===== config.mk =====
export PLATFORM = sky130hd
export DESIGN_NAME = irq_ctrl_flat
export DESIGN_NICKNAME = d
export VERILOG_FILES = /design/src/rtl/irq_pkg.sv /design/src/rtl/irq_ctrl_if.sv /design/src/rtl/irq_gateway.sv /design/src/rtl/irq_ctrl.sv /design/src/flat_wrapper.sv
export SDC_FILE = /design/constraint.sdc
export NUM_CORES = 1
export LEC_CHECK = 0
export ABC_AREA = 0
export CORE_UTILIZATION = 54
export DETAILED_ROUTE_END_ITERATION = 7
export PLACE_DENSITY = 0.77
export SYNTH_ARGS = -nofsm -noshare
export SYNTH_HDL_FRONTEND = slang
export SYNTH_SLANG_ARGS = --single-unit

===== constraint.sdc =====
create_clock -name clk -period 2.1 [get_ports clk]
set_input_delay 0.63 -clock clk [delete_from_list [all_inputs] [get_ports clk]]
set_output_delay 0.63 -clock clk [all_outputs]
set_load 0.03 [all_outputs]

===== src/rtl/irq_pkg.sv =====
// -----------------------------------------------------------------------------
// irq_pkg
//   Shared types and constants for the machine-level interrupt controller.
//   - irq_state_e : claim/complete FSM states
//   - CFG_*       : cfg_sel encodings for the configuration write port
// -----------------------------------------------------------------------------
package irq_pkg;

  typedef enum logic {
    IRQ_IDLE = 1'b0,
    IRQ_BUSY = 1'b1
  } irq_state_e;

  localparam logic [1:0] CFG_ENABLE    = 2'd0;
  localparam logic [1:0] CFG_EDGE      = 2'd1;
  localparam logic [1:0] CFG_MTIMECMP  = 2'd2;
  localparam logic [1:0] CFG_MTIME_CLR = 2'd3;

  // ID width for NUM_SRC sources plus the reserved "none" ID 0.
  function automatic int unsigned irq_id_width(input int unsigned num_src);
    return $clog2(num_src + 1);
  endfunction

endpackage


===== src/rtl/irq_ctrl_if.sv =====
// -----------------------------------------------------------------------------
// irq_ctrl_if
//   Core-side bus of the interrupt controller: configuration writes and the
//   claim/complete handshake.
//   master : core side   (drives cfg_*, claim, complete, complete_id)
//   slave  : controller  (drives claim_id)
//   Signals:
//     cfg_we       config write strobe
//     cfg_sel      0=enable mask, 1=edge-mode mask, 2=mtimecmp, 3=clear mtime
//     cfg_wdata    config write data (masks use bits [NUM_SRC-1:0])
//     claim        1-cycle pulse, claim highest-priority pending source
//     claim_id     claimed ID, valid the cycle after claim (0 = none)
//     complete     1-cycle pulse, servicing finished
//     complete_id  ID being completed
// -----------------------------------------------------------------------------
interface irq_ctrl_if
  import irq_pkg::*;
#(
  parameter int unsigned NUM_SRC = 8,
  parameter int unsigned TIMER_W = 32
);

  localparam int unsigned ID_W = irq_id_width(NUM_SRC);

  logic               cfg_we;
  logic [1:0]         cfg_sel;
  logic [TIMER_W-1:0] cfg_wdata;
  logic               claim;
  logic [ID_W-1:0]    claim_id;
  logic               complete;
  logic [ID_W-1:0]    complete_id;

  modport master (
    output cfg_we, cfg_sel, cfg_wdata, claim, complete, complete_id,
    input  claim_id
  );

  modport slave (
    input  cfg_we, cfg_sel, cfg_wdata, claim, complete, complete_id,
    output claim_id
  );

endinterface


===== src/rtl/irq_gateway.sv =====
// -----------------------------------------------------------------------------
// irq_gateway
//   Per-source interrupt gateway: 2-flop synchroniser plus a history flop for
//   edge detection, and the pending / in_flight state bits for one source.
//   Ports:
//     clk        clock, rising edge
//     reset      asynchronous, active-low
//     src        raw interrupt line (asynchronous to clk)
//     edge_mode  1 = set pending on synced 0->1, 0 = set while synced level high
//     clr        source is being claimed this cycle
//     done       claimed source is being completed this cycle
//     pending    latched request
//     in_flight  source claimed and not yet completed
// -----------------------------------------------------------------------------
module irq_gateway (
  input  logic clk,
  input  logic reset,
  input  logic src,
  input  logic edge_mode,
  input  logic clr,
  input  logic done,
  output logic pending,
  output logic in_flight
);

  logic sync1, sync2, hist;
  logic set;

  always_ff @(posedge clk or negedge reset) begin
    if (!reset) begin
      sync1 <= 1'b0;
      sync2 <= 1'b0;
      hist  <= 1'b0;
    end else begin
      sync1 <= src;
      sync2 <= sync1;
      hist  <= sync2;
    end
  end

  // A source already in service cannot re-pend until it is completed.
  assign set = !in_flight && (edge_mode ? (sync2 && !hist) : sync2);

  // clr has priority over set, so a claim always wins a same-cycle re-trigger.
  always_ff @(posedge clk or negedge reset) begin
    if (!reset) begin
      pending <= 1'b0;
    end else if (clr) begin
      pending <= 1'b0;
    end else if (set) begin
      pending <= 1'b1;
    end
  end

  always_ff @(posedge clk or negedge reset) begin
    if (!reset) begin
      in_flight <= 1'b0;
    end else if (clr) begin
      in_flight <= 1'b1;
    end else if (done) begin
      in_flight <= 1'b0;
    end
  end

endmodule


===== src/rtl/irq_ctrl.sv =====
// -----------------------------------------------------------------------------
// irq_ctrl
//   Machine-level interrupt controller feeding the core's MTI/EI inputs.
//   NUM_SRC external sources with per-source enable and edge/level mode,
//   fixed-priority (lowest index wins, ID = index+1) claim/complete handshake,
//   and a free-running mtime compared against mtimecmp to raise MTI.
//   Ports:
//     clk     clock, all state on rising edge
//     reset   asynchronous, active-low
//     src     raw interrupt lines (asynchronous to clk)
//     bus     irq_ctrl_if.slave: config writes and claim/complete handshake
//     EI      external interrupt request (registered, 0 while a claim is open)
//     MTI     machine timer interrupt (registered mtime >= mtimecmp)
//     mtime   current timer value
// -----------------------------------------------------------------------------
module irq_ctrl
  import irq_pkg::*;
#(
  parameter int unsigned NUM_SRC = 8,
  parameter int unsigned TIMER_W = 32
) (
  input  logic               clk,
  input  logic               reset,
  input  logic [NUM_SRC-1:0] src,
  irq_ctrl_if.slave          bus,
  output logic               EI,
  output logic               MTI,
  output logic [TIMER_W-1:0] mtime
);

  localparam int unsigned ID_W = irq_id_width(NUM_SRC);

  logic [NUM_SRC-1:0] enable_q;
  logic [NUM_SRC-1:0] edge_q;
  logic [TIMER_W-1:0] mtimecmp_q;

  logic [NUM_SRC-1:0] pending;
  logic [NUM_SRC-1:0] in_flight;
  logic [NUM_SRC-1:0] active;
  logic [NUM_SRC-1:0] clr_vec;
  logic [NUM_SRC-1:0] done_vec;

  logic [ID_W-1:0]    best_id;
  logic [NUM_SRC-1:0] best_oh;

  irq_state_e         state_q, state_d;
  logic [ID_W-1:0]    claim_id_q, claim_id_d;
  logic               ei_d;

  // ---------------------------------------------------------------------------
  // Configuration registers
  // ---------------------------------------------------------------------------
  always_ff @(posedge clk or negedge reset) begin
    if (!reset) begin
      enable_q   <= '0;
      edge_q     <= '0;
      mtimecmp_q <= '1;
    end else if (bus.cfg_we) begin
      case (bus.cfg_sel)
        CFG_ENABLE:   enable_q   <= bus.cfg_wdata[NUM_SRC-1:0];
        CFG_EDGE:     edge_q     <= bus.cfg_wdata[NUM_SRC-1:0];
        CFG_MTIMECMP: mtimecmp_q <= bus.cfg_wdata;
        default:      ;
      endcase
    end
  end

  // ---------------------------------------------------------------------------
  // Timer
  // ---------------------------------------------------------------------------
  always_ff @(posedge clk or negedge reset) begin
    if (!reset) begin
      mtime <= '0;
    end else if (bus.cfg_we && (bus.cfg_sel == CFG_MTIME_CLR)) begin
      mtime <= '0;
    end else begin
      mtime <= mtime + 1'b1;
    end
  end

  always_ff @(posedge clk or negedge reset) begin
    if (!reset) begin
      MTI <= 1'b0;
    end else begin
      MTI <= (mtime >= mtimecmp_q);
    end
  end

  // ---------------------------------------------------------------------------
  // Gateways
  // ---------------------------------------------------------------------------
  for (genvar g = 0; g < NUM_SRC; g++) begin : g_gw
    irq_gateway u_gw (
      .clk       (clk),
      .reset     (reset),
      .src       (src[g]),
      .edge_mode (edge_q[g]),
      .clr       (clr_vec[g]),
      .done      (done_vec[g]),
      .pending   (pending[g]),
      .in_flight (in_flight[g])
    );
  end

  assign active = pending & enable_q;

  // ---------------------------------------------------------------------------
  // Priority encoder: lowest active index wins
  // ---------------------------------------------------------------------------
  always_comb begin
    best_id = '0;
    best_oh = '0;
    for (int unsigned i = 0; i < NUM_SRC; i++) begin
      if (active[i] && (best_id == '0)) begin
        best_id    = ID_W'(i + 1);
        best_oh[i] = 1'b1;
      end
    end
  end

  // ---------------------------------------------------------------------------
  // Claim/complete FSM
  // ---------------------------------------------------------------------------
  always_ff @(posedge clk or negedge reset) begin
    if (!reset) begin
      state_q    <= IRQ_IDLE;
      claim_id_q <= '0;
      EI         <= 1'b0;
    end else begin
      state_q    <= state_d;
      claim_id_q <= claim_id_d;
      EI         <= ei_d;
    end
  end

  always_comb begin
    state_d    = state_q;
    claim_id_d = claim_id_q;
    clr_vec    = '0;
    done_vec   = '0;
    case (state_q)
      IRQ_IDLE: begin
        if (bus.claim) begin
          claim_id_d = best_id;
          clr_vec    = best_oh;
          if (best_id != '0) state_d = IRQ_BUSY;
        end
      end
      IRQ_BUSY: begin
        // claim_id_q is never 0 in BUSY, so complete_id 0 can never match.
        if (bus.complete && (bus.complete_id == claim_id_q)) begin
          for (int unsigned i = 0; i < NUM_SRC; i++) begin
            done_vec[i] = (claim_id_q == ID_W'(i + 1));
          end
          claim_id_d = '0;
          state_d    = IRQ_IDLE;
        end
      end
      default: state_d = IRQ_IDLE;
    endcase
    // EI follows the next state so it drops in the same cycle claim_id appears.
    ei_d = (state_d == IRQ_IDLE) && (active != '0);
  end

  assign bus.claim_id = claim_id_q;

endmodule

===== src/flat_wrapper.sv =====
// flat-port wrapper written by rule: the top's interface ports become plain ports
module irq_ctrl_flat import irq_pkg::*;
#(
  parameter int unsigned NUM_SRC = 8,
  parameter int unsigned TIMER_W = 32
)
  (clk, reset, src, EI, MTI, mtime, bus_cfg_we, bus_cfg_sel, bus_cfg_wdata, bus_claim, bus_complete, bus_complete_id, bus_claim_id);
  irq_ctrl_if #(.NUM_SRC(NUM_SRC), .TIMER_W(TIMER_W)) bus_i ();
  input  logic clk;
  input  logic reset;
  input  logic [NUM_SRC-1:0] src;
  output logic EI;
  output logic MTI;
  output logic [TIMER_W-1:0] mtime;
  input wire logic [$bits(bus_i.cfg_we)-1:0] bus_cfg_we;
  input wire logic [$bits(bus_i.cfg_sel)-1:0] bus_cfg_sel;
  input wire logic [$bits(bus_i.cfg_wdata)-1:0] bus_cfg_wdata;
  input wire logic [$bits(bus_i.claim)-1:0] bus_claim;
  input wire logic [$bits(bus_i.complete)-1:0] bus_complete;
  input wire logic [$bits(bus_i.complete_id)-1:0] bus_complete_id;
  output wire logic [$bits(bus_i.claim_id)-1:0] bus_claim_id;
  assign bus_i.cfg_we = bus_cfg_we;
  assign bus_i.cfg_sel = bus_cfg_sel;
  assign bus_i.cfg_wdata = bus_cfg_wdata;
  assign bus_i.claim = bus_claim;
  assign bus_i.complete = bus_complete;
  assign bus_i.complete_id = bus_complete_id;
  assign bus_claim_id = bus_i.claim_id;
  irq_ctrl #(.NUM_SRC(NUM_SRC), .TIMER_W(TIMER_W)) u_core (.clk(clk), .reset(reset), .src(src), .bus(bus_i), .EI(EI), .MTI(MTI), .mtime(mtime));
endmodule

==> Word-level counts from Yosys, hierarchy flattened <==
Cells that the tools add are included.
{ "totals": {"out_inout_bits": 38, "wordCells": 207, "ff_bits": 127, "input_bits": 51} }
{ "op_classes": {"n_bitwise": 3, "reduce_logical": 72, "n_addsub": 1, "magnitude_cmp": 1, "eq_ne": 14, "n_mux": 68} }
{ "op_table": {"columns": ["operator", "n"], "rows": [
  ["$mux W1", 52],
  ["$add A32 B1 Y32 const B", 1],
  ["$ge A32 B32 Y1", 1],
  ["$mux W32", 1],
  ["$mux W8", 4],
  ["$reduce_bool A2 Y1", 16],
  ["$logic_not A4 Y1", 7],
  ["$logic_and A1 B1 Y1", 26],
  ["$eq A4 B3 Y1 const B", 4],
  ["$logic_not A1 Y1", 16],
  ["$mux W3", 4],
  ["$mux W4", 3],
  ["$and A8 B8 Y8", 1],
  ["$eq A4 B2 Y1 const B", 2],
  ["$pmux W4 S2", 1],
  ["$reduce_and A2 Y1", 4],
  ["$reduce_bool A8 Y1", 1],
  ["$eq A2 B2 Y1 const B", 2],
  ["$eq A4 B1 Y1 const B", 1],
  ["$eq A4 B4 Y1", 1],
  ["$eq A4 B4 Y1 const B", 1],
  ["$mux W2", 2],
  ["$ne A2 B2 Y1 const B", 2],
  ["$reduce_bool A4 Y1", 1],
  ["other kinds (4)", 5]
]} }

==> Depth between registers and ports, before layout <==
{ "depth": {"word_depth": 29, "depth_mapped": 7, "ltp_nobuf": 7} }

==> Modules after synthesis <==
From an unflattened synthesis, not the netlist that was laid out.
{ "unflattened": {"cells_unflattened": 530, "hier_area_um2": 6027.0} }
{ "by_module_without_submodules": {"columns": ["mod", "cells_per_inst", "seq_area_each_um2", "instances", "area_each_um2"], "rows": [
  ["irq_ctrl", 450, 2217.1, 1, 4825.9],
  ["irq_gateway", 10, 125.1, 8, 150.1]
]} }

==> Worst setup path after synthesis <==
OpenSTA, ideal clock, no wires.
{ "synth_path": {"path_type": "register -> register", "start": "register u_core.mtime[0]", "end": "register u_core.mtime[16]", "synth_period_minus_slack_ns": 1.963, "arrival_time_ns": 1.834, "setup_ns": 0.130, "n_path_buf": 0, "setup_slack_ns": 0.137, "required_time_ns": 1.970, "stages_incl_launch_ff": 7, "path_cell_list": "dfrtp_1 -> ha_1 -> nand4_4 -> nor4_4 -> nand4_1 -> xor2_1 -> nor2_2"} }
{ "synth_via": {"elab_chain_cells": 2} }
{ "synth_rtl": {"columns": ["item", "line_no", "text"], "rows": [
  ["start, declared", "irq_ctrl.sv:28", "output logic [TIMER_W-1:0] mtime"],
  ["start signal, assigned", "irq_ctrl.sv:77", "mtime <= mtime + 1'b1;"],
  ["$add A32 B1 Y32", "irq_ctrl.sv:77", null],
  ["$mux W32", "irq_ctrl.sv:74", "end else if (bus.cfg_we && (bus.cfg_sel == CFG_MTIME_CLR)) begin"]
]} }
No other way between the ends.
A chain may end at the register's enable or synchronous reset.

==> Worst setup path in the final report <==
{ "layout_path": {"start": "register u_core.mtime[14]", "end": "output mtime[14]"} }
{ "layout_rtl": {"columns": ["item", "line_no", "text"], "rows": [
  ["end, declared", "flat_wrapper.sv:14", "output logic [TIMER_W-1:0] mtime;"]
]} }
No word-level cell between the ends.

==> flow_metrics.tcl <==
set metrics [dict create \
    die_area_mm2 0.0114 \
    final_cells 783 \
    vias_per_cell 5.64 \
    ys_warn_count 0 \
    diodes 0 \
    r2r_setup_slack_ns 0.07 \
    critical-path-top-delay-family "buffers and inverters" \
    cp_data_arrival_time_ns 1.42 \
    vdd_drop_max_mv 0.685 \
    io_buffers 88 \
    setup_tns_ns 0 \
    worstPathMaxFanout 5 \
    grt-ovfl-total 0 \
    track_usage_pct 24.9 \
    rows 37 \
    critPathSlowestCell "dlygate4sd2_1" \
    io_pins 89 \
    grt_max_degree 57 \
    dp.cells 751 \
    utilization_pct 73.6 \
    cts.clk_slew.worst_paths_ns 0.06 \
    finalCritPeriodShare_pct 97.7 \
    leakagePower_nw 3.68 \
    clock_path_buffers 2 \
    violations "hold timing" \
    wl_per_cell_um 17.0 \
    drc 0 \
    setup.worst_path.end_class "output port" \
    synthDistinctLibCells 54 \
    critPathLaunchType "flop" \
    slew_viol_final 0 \
    first_global_vias 4452 \
    firstDrtPassIters 5 \
    synthCells 510 \
    critical_path_buf_inv_count 2 \
    root_buffer "clkbuf_8" \
    die_h_um 107 \
    cp.required_ns 1.47 \
    mostFrequentLayoutCells "dfrtp_1 (95), clkdlybuf4s50_1 (49), mux2_2 (48)" \
    async_flop_share_pct 100 \
    rsz0062_at_grt "no" \
    final_cell_area_mm2 0.00770 \
    num-fill-cells 714 \
    timing.rr.start "u_core.mtimecmp_q[10]" \
    max_clock_freq_mhz 487 \
    synth_edf_count 0 \
    dpl.hpwl_um 9410 \
    dpl_cell_area_mm2 0.00720 \
    hp-class "in2async" \
    hold_ws_ns -0.000670 \
    reg2reg_depth 7 \
    antenna_left 0 \
    yosys_register_bits 127 \
    die-width_um 107 \
    final_hold_viol_count 1 \
    gp_congestion 0.834 \
    fin_worst_skew_ns 0.0122 \
    maxSlewHeadroom_pct 55.7 \
    p_per_area_mw_per_mm2 945 \
    clock-sinks 127 \
    dr_total_vias 4413 \
    maxCapViolations 0 \
    regToRegEndpoint "u_core.MTI" \
    numCtsBuffers 17 \
    area_growth_pct 29.9 \
    htree_levels 4 \
    dr.first_iter.drc_count 176 \
    fin_nets 718 \
    core_mm2 0.0105 \
    cts_tree "done" \
    clock_latency_ns 0.53 \
    period_needed_ns 2.05 \
    grt_pass1_wl_um 21700 \
    cp_cell_sequence "buf_4 > dlygate4sd2_1" \
    wirelength_um 13300 \
    worst_pin_slew_ns 0.664 \
    antenna_found_initial 0 \
    final-setup-viol-count 0 \
    final_common_cell "dfrtp_1" \
    netlist_area_mm2 0.00593 \
    ys.flop_type "dfrtp_1" \
    synth_nets 594 \
    cpPeakStageDelay_ns 0.40 \
    crit_type "reg2out" \
    yosysSeqAreaShare_pct 54.3 \
    drive_gt1_share_pct 25.0 \
    syn_avg_cell_area_um2 11.6 \
    initial_core_util_pct 56.7 \
    p_total_w 0.00728 \
    outcome "finished, violations left" \
    cp-startpoint "u_core.mtime[14]" \
]
==> flip-flops by register name, summed over array words and instances (netlist names), 8 cells and up <==
name,flops
u_core.mtime,32
u_core.mtimecmp_q,32
u_core.edge_q,8
u_core.enable_q,8
u_core.g_gw.u_gw.hist,8
u_core.g_gw.u_gw.in_flight,8
u_core.g_gw.u_gw.pending,8
u_core.g_gw.u_gw.sync1,8
u_core.g_gw.u_gw.sync2,8
==> layer usage <==
metal | global-route usage [%] | part of all wire, %
met3 | 5.90 | 4.5
met1 | 31.2 | 42
met4 | 9.10 | 1.6
met2 | 42.2 | 52
met5 | 0 | 0
==> kinds of logic (layout without fill, tap and decap cells) <==
| group | after synthesis | count (layout) | synth area share [%] |
|---|---|---|---|
| AOI/OAI and AO/OA | 69 | 69 | 7.94 |
| xor gates and xnor gates | 32 | 32 | 4.73 |
| adders and majority gates | 33 | 33 | 6.97 |
| buffers and inverters | 58 | 195 | 3.80 |
| DFF | 127 | 127 | 54.3 |
| muxes | 48 | 48 | 9.12 |
| and+or+nand+nor | 143 | 143 | 13.2 |
==> worst register-to-register path, delay by kind of cell (launching register included) <==
kind            cells  cell delay, ns
buf+inv             1            0.04
simple gates        3            0.87
fa+ha+maj           1            0.28
flops               1            0.52
compound gates      2            0.24
==> metrics by stage <==
| stage | hold slack (ns) | worst slack (ns) |
|---|---|---|
| 2_1_floorplan | 0.331 | 0.137 |
| 3_3_place_gp | 0.335 | -0.122 |
| 3_5_place_dp | 0.339 | -0.217 |
| 4_1_cts | 0.00283 | 0.0146 |
| 5_1_grt | 0.00217 | 0.00101 |
| 6_report | -0.000670 | 0.0480 |
==> synthesized netlist by cell type (6+ instances only) <==
cell,n,area (um^2)
a21oi_1,12,60.1
a31oi_1,8,50.1
and3_1,6,37.5
and4_1,7,61.3
clkbuf_1,7,26.3
dfrtp_1,95,2380
dfstp_2,32,841
ha_1,33,413
inv_1,45,169
mux2_2,48,541
nand2_1,35,131
nand3_1,21,105
nand4_1,14,87.6
nor2_1,34,128
o21ai_0,12,60.1
xnor2_1,6,52.6
xor2_1,26,228
==> power breakdown <==
group	internal, W	total, W	switching, W
registers	0.00287	0.00315	0.000274
clock network	0.00159	0.00272	0.00113
logic	0.000637	0.00141	0.000776
==> layout make-up <==
class	instances	area, um^2	share of cell area (%)
timing repair buffer	118	1090	14.2
inverter	45	169	2.19
clock buffer	18	418	5.42
clock inverter	14	133	1.72
multi-input combinational	325	2500	32.5
sequential	127	3220	41.8
tap	136	170	2.21
==> how the worst max path moves through the flow <==
stage / to / slack [ns] / depth (start not counted)
floorplan: u_core.mtime[16] / 0.14 / 6
global placement: u_core.g_gw[0].u_gw.in_flight / -0.12 / 6
detailed placement: u_core.g_gw[0].u_gw.in_flight / -0.22 / 6
CTS: mtime[3] / 0.01 / 1
global route: mtime[14] / 0.001 / 2
finish: mtime[14] / 0.05 / 2
==> repair_timing <==
| action | CTS | global route |
|---|---|---|
| pin swaps | 2 | 2 |
| resized for setup | 43 | 17 |
| buffers inserted | 1 | 0 |
| endpoints found under the setup margin | 39 | 10 |
| hold buffers | 0 | 0 |
No activity file was read; power rests on OpenSTA's default activity.
